### src/rtl/reg_dump_streamer.sv
// reg_dump_streamer
//
// Debug-side reader for the processor register file. A start pulse walks
// x0..x31 through the register file's debug read port. Each value goes out
// as one beat on a valid/ready stream. The register file is never written
// and the core is not stalled, so a dump is not an atomic snapshot.
//
// Optional feature macro: DUMP_CHECKSUM_EN
//   When it is defined, every accepted data beat is XOR-folded into an
//   accumulator. A 33rd beat (out_sum=1, out_last=1, out_index=0) then
//   carries that accumulator.
//   When it is undefined, the dump is 32 beats, out_last marks x31 and
//   out_sum is tied to 0.
//
// Ports
//   clk            system clock, rising-edge
//   rst            synchronous active-high reset
//   start          dump request, sampled only in IDLE
//   debug_reg      register index to the register file debug port
//   debug_reg_out  debug read data, combinational from debug_reg
//   out_data       beat payload (registered)
//   out_index      register number of the current beat
//   out_sum        current beat is the checksum beat
//   out_last       final beat of the dump
//   out_valid      beat available
//   out_ready      consumer accepts beat
//   busy           high in any state other than IDLE
//   done           one-cycle pulse after the final handshake
//
// state | meaning
// IDLE  | waiting for start, index and accumulator cleared
// FETCH | one cycle: debug read of x[idx] captured into the beat registers
// SEND  | beat presented, held until the handshake
// SUM   | checksum beat presented (DUMP_CHECKSUM_EN only)

module reg_dump_streamer #(
    parameter int WORD_SIZE = 32
) (
    input  logic                 clk,
    input  logic                 rst,
    input  logic                 start,
    output logic [4:0]           debug_reg,
    input  logic [WORD_SIZE-1:0] debug_reg_out,
    output logic [WORD_SIZE-1:0] out_data,
    output logic [4:0]           out_index,
    output logic                 out_sum,
    output logic                 out_last,
    output logic                 out_valid,
    input  logic                 out_ready,
    output logic                 busy,
    output logic                 done
);

`ifdef DUMP_CHECKSUM_EN
    typedef enum logic [1:0] {IDLE = 2'd0, FETCH = 2'd1, SEND = 2'd2, SUM = 2'd3} state_t;
`else
    typedef enum logic [1:0] {IDLE = 2'd0, FETCH = 2'd1, SEND = 2'd2} state_t;
`endif

    state_t     state;
    state_t     state_next;
    logic [4:0] idx;
    logic       handshake;
    logic       idx_last;

`ifdef DUMP_CHECKSUM_EN
    logic [WORD_SIZE-1:0] acc;
    logic                 sum_q;
    assign out_sum = sum_q;
`else
    assign out_sum = 1'b0;
`endif

    assign debug_reg = idx;
    assign handshake = out_valid & out_ready;
    assign idx_last  = (idx == 5'd31);

    // state register
    always_ff @(posedge clk) begin
        if (rst)
            state <= IDLE;
        else
            state <= state_next;
    end

    // next-state logic
    always_comb begin
        state_next = state;
        case (state)
            IDLE:  if (start) state_next = FETCH;
            FETCH: state_next = SEND;
            SEND: begin
                if (handshake) begin
                    if (!idx_last)
                        state_next = FETCH;
                    else
`ifdef DUMP_CHECKSUM_EN
                        state_next = SUM;
`else
                        state_next = IDLE;
`endif
                end
            end
`ifdef DUMP_CHECKSUM_EN
            SUM:   if (handshake) state_next = IDLE;
`endif
            default: state_next = IDLE;
        endcase
    end

    // state-decoded outputs
    always_comb begin
        busy      = (state != IDLE);
`ifdef DUMP_CHECKSUM_EN
        out_valid = (state == SEND) || (state == SUM);
`else
        out_valid = (state == SEND);
`endif
    end

    // index counter, beat registers, done pulse
    always_ff @(posedge clk) begin
        if (rst) begin
            idx       <= 5'd0;
            out_data  <= '0;
            out_index <= 5'd0;
            out_last  <= 1'b0;
            done      <= 1'b0;
`ifdef DUMP_CHECKSUM_EN
            acc       <= '0;
            sum_q     <= 1'b0;
`endif
        end else begin
            done <= 1'b0;
            case (state)
                IDLE: begin
                    idx <= 5'd0;
`ifdef DUMP_CHECKSUM_EN
                    acc <= '0;
`endif
                end
                FETCH: begin
                    out_data  <= debug_reg_out;
                    out_index <= idx;
`ifdef DUMP_CHECKSUM_EN
                    out_last  <= 1'b0;
                    sum_q     <= 1'b0;
`else
                    out_last  <= idx_last;
`endif
                end
                SEND: begin
                    if (handshake) begin
`ifdef DUMP_CHECKSUM_EN
                        acc <= acc ^ out_data;
`endif
                        if (!idx_last) begin
                            idx <= idx + 5'd1;
                        end else begin
                            // index returns to 0 as the dump leaves the register walk
                            idx <= 5'd0;
`ifdef DUMP_CHECKSUM_EN
                            // x31 is folded in here directly since acc lags by one beat
                            out_data  <= acc ^ out_data;
                            out_index <= 5'd0;
                            out_last  <= 1'b1;
                            sum_q     <= 1'b1;
`else
                            out_last  <= 1'b0;
                            done      <= 1'b1;
`endif
                        end
                    end
                end
`ifdef DUMP_CHECKSUM_EN
                SUM: begin
                    if (handshake) begin
                        out_last <= 1'b0;
                        sum_q    <= 1'b0;
                        done     <= 1'b1;
                    end
                end
`endif
                default: idx <= 5'd0;
            endcase
        end
    end

endmodule

### config.mk
export PLATFORM = sky130hd
export DESIGN_NAME = reg_dump_streamer
export DESIGN_NICKNAME = d
export VERILOG_FILES = /design/src/rtl/reg_dump_streamer.sv
export SDC_FILE = /design/constraint.sdc
export NUM_CORES = 1
export LEC_CHECK = 0
export ABC_CLOCK_PERIOD_IN_PS = 2000
export BUFFER_PORTS_ARGS = -buffer_cell sky130_fd_sc_hd__buf_4
export CORE_MARGIN = 2
export CORE_UTILIZATION = 45
export CTS_CLUSTER_SIZE = 10
export DETAILED_ROUTE_END_ITERATION = 7
export PLACE_DENSITY = 0.78
export SYNTH_ARGS = -nofsm -noshare
export SYNTH_HDL_FRONTEND = slang
export SYNTH_SLANG_ARGS = --single-unit
### constraint.sdc
create_clock -name clk -period 2 [get_ports clk]
set_clock_uncertainty 0.1 [all_clocks]
set_input_delay 0.2 -clock clk [delete_from_list [all_inputs] [get_ports clk]]
set_output_delay 0.2 -clock clk [all_outputs]
set_load 0.03 [all_outputs]
==> metrics.cfg <==
[outcome]
status=finished clean

[cells_and_area]
syn_to_final_growth_pct=40.4
most-common-layout-cells=86 x buf_4, 77 x nand2_1, 46 x dfxtp_1, 40 x a21oi_1
stdcell_count=339
largest_register_ffs=32
fin_area_um2=2450
diodes=0
drive_above_1_share=0.316
nNetsFinal=330
fillCellCount=362
layout_commonest_cell=buf_4

[synth]
synth_cell_types=27
yosysWarnings=0
synth_area_leaders=dfxtp_1 53%, nand2_1 17%, a21oi_1 11%
ys_ff_latch=46
post_synth.cell_area_avg_um2=8.19
syn_area_um2=1750
yosys.area.top_type_share=0.528
yosys.area.top_type=dfxtp_1
netlist_instances=213
yosysSeqAreaShare=0.528
syn_nets=252

[global_route]
overflow=0
grt_pass1_vias=1464
track_usage=0.181
grt_pass1_wl_um=6210
antenna_found_initial=0
grt_max_degree=45

[sta]
grt_setup_unrepaired=no
hold_viol=0
slew_violations=0
setup_tns_ns=0
max_freq_mhz=571
setup_viol=0
period_needed_ns=1.75
min_period_over_period=0.876

[floorplan]
dieHeight_um=66.3
initial_core_util=0.473
rows=22
ioPinCount=83
core_um2=3690
fp.dieW_um=66.3
dieArea_um2=4390

[clocking]
root_buffer=clkbuf_8
numCtsBuffers=5
post_cts_resized=0
post_cts_buffers=0
cts_max_level=2
clk_pin_slew_ns=0.08
cts_max_path_buffers=2
insertion_delay_ns=0.28
cts_sinks=46
cts_tree=done
postCtsHoldBufs=0

[worst_setup_path]
cp-start-kind=flip-flop
path_max_fanout=6
cp.arrival_ns=1.88
crit_type=flip-flop to flip-flop
end_kind=flip-flop
r2r_setup_slack_ns=0.25
worst_ep_required_time_ns=2.13

[routing]
viasPerCell=4.81
drt_iter0_markers=77
routed_wl_um=3870
via_count=1632
ant_nets=0
drt-wirelength-per-cell_um=11.4
dr.pass1.iters=3
drc_errors=0

[power_and_ir_drop]
ir_drop_v=0.000457
cellLeakagePower_nw=1.09
power.density_nw_per_um2=729

[flow_run]
maxCapViolations=0

[placement]
dp_hpwl_um=2820
dp_cells=332
portBuffers=81
place_area_um2=2370
gp_congestion=0.752

[hold_path]
hold_path_class=primary input to flip-flop

==> metal layers <==
layer	GRT usage	vias to the layer above	routed length, µm	part of all wire
li1	-	847	-	-
met1	0.213	725	1660	0.43
met2	0.315	58	1840	0.47
met3	0.0716	2	356	0.092
met4	0.0306	0	14	0.0036
met5	0	-	0	0
==> kinds of logic (layout without fill, tap and decap cells) <==
family	Yosys count	after routing	share of synthesized area
DFF	46	46	0.528
muxes	4	4	0.0244
other	1	1	0.00215
buffers and inverters	17	95	0.0495
adders and majority gates	3	3	0.0215
and+or+nand+nor	97	97	0.239
AOI/OAI and AO/OA	45	45	0.135
==> power breakdown <==
group          leakage [nW]  internal [mW]  total, mW  switching [mW]
Sequential            0.374          0.953      0.973          0.0207
Clock                0.0383          0.241      0.506           0.266
Combinational         0.678          0.128      0.307           0.179
==> through the flow <==
step / power, mW / setup slack [ns] / hold slack [ns] / util
global route: 1.88 / 0.153 / 0.0529 / 0.665
floorplan: 1.17 / 0.211 / 0.212 / -
global placement: 1.30 / 0.312 / 0.342 / 0.644
CTS: 1.81 / 0.240 / 0.0528 / 0.665
finish: 1.79 / 0.249 / 0.0566 / 0.665
detailed placement: 1.31 / 0.266 / 0.348 / 0.644
==> critical path, cell delays in order (launching register included) <==
cell and delay [ns]:
dfxtp_1 0.36, ha_1 0.23, and3_1 0.20, ha_1 0.23, or4b_1 0.48, nand3_1 0.09
==> final timing paths <==
path	from	endpoint	cells past startpoint
max	debug_reg[0]	debug_reg[3]	5
min	debug_reg_out[31]	out_data[31]	3
max reg2reg	debug_reg[0]	debug_reg[3]	5
min reg2reg	out_data[31]	out_data[31]	2
==> Yosys cell counts <==
cell type  count
a21oi_1       40
a311oi_1       1
and2_1         1
and3_1         1
and4bb_1       1
buf_2          9
buf_4          1
buf_6          1
clkbuf_1       4
conb_1         1
dfxtp_1       46
ha_1           3
inv_1          2
mux2_1         2
mux2i_1        2
nand2_1       77
nand2b_1       1
nand3_1        2
nand4_1        1
nor2_1         2
nor2b_1        6
nor3_1         1
nor3b_1        2
o211ai_1       3
o21ai_0        1
or2_1          1
or4b_1         1
==> layout make-up <==
type	count	area, µm²	share of cell area
Clock buffer	7	76.3	0.0311
Timing Repair Buffer	86	646	0.263
Inverter	2	7.51	0.00306
Multi-Input combinational cell	150	741	0.302
Sequential cell	46	921	0.376
Tap cell	48	60.1	0.0245
Note: power is estimated with default switching activity, not from simulation.
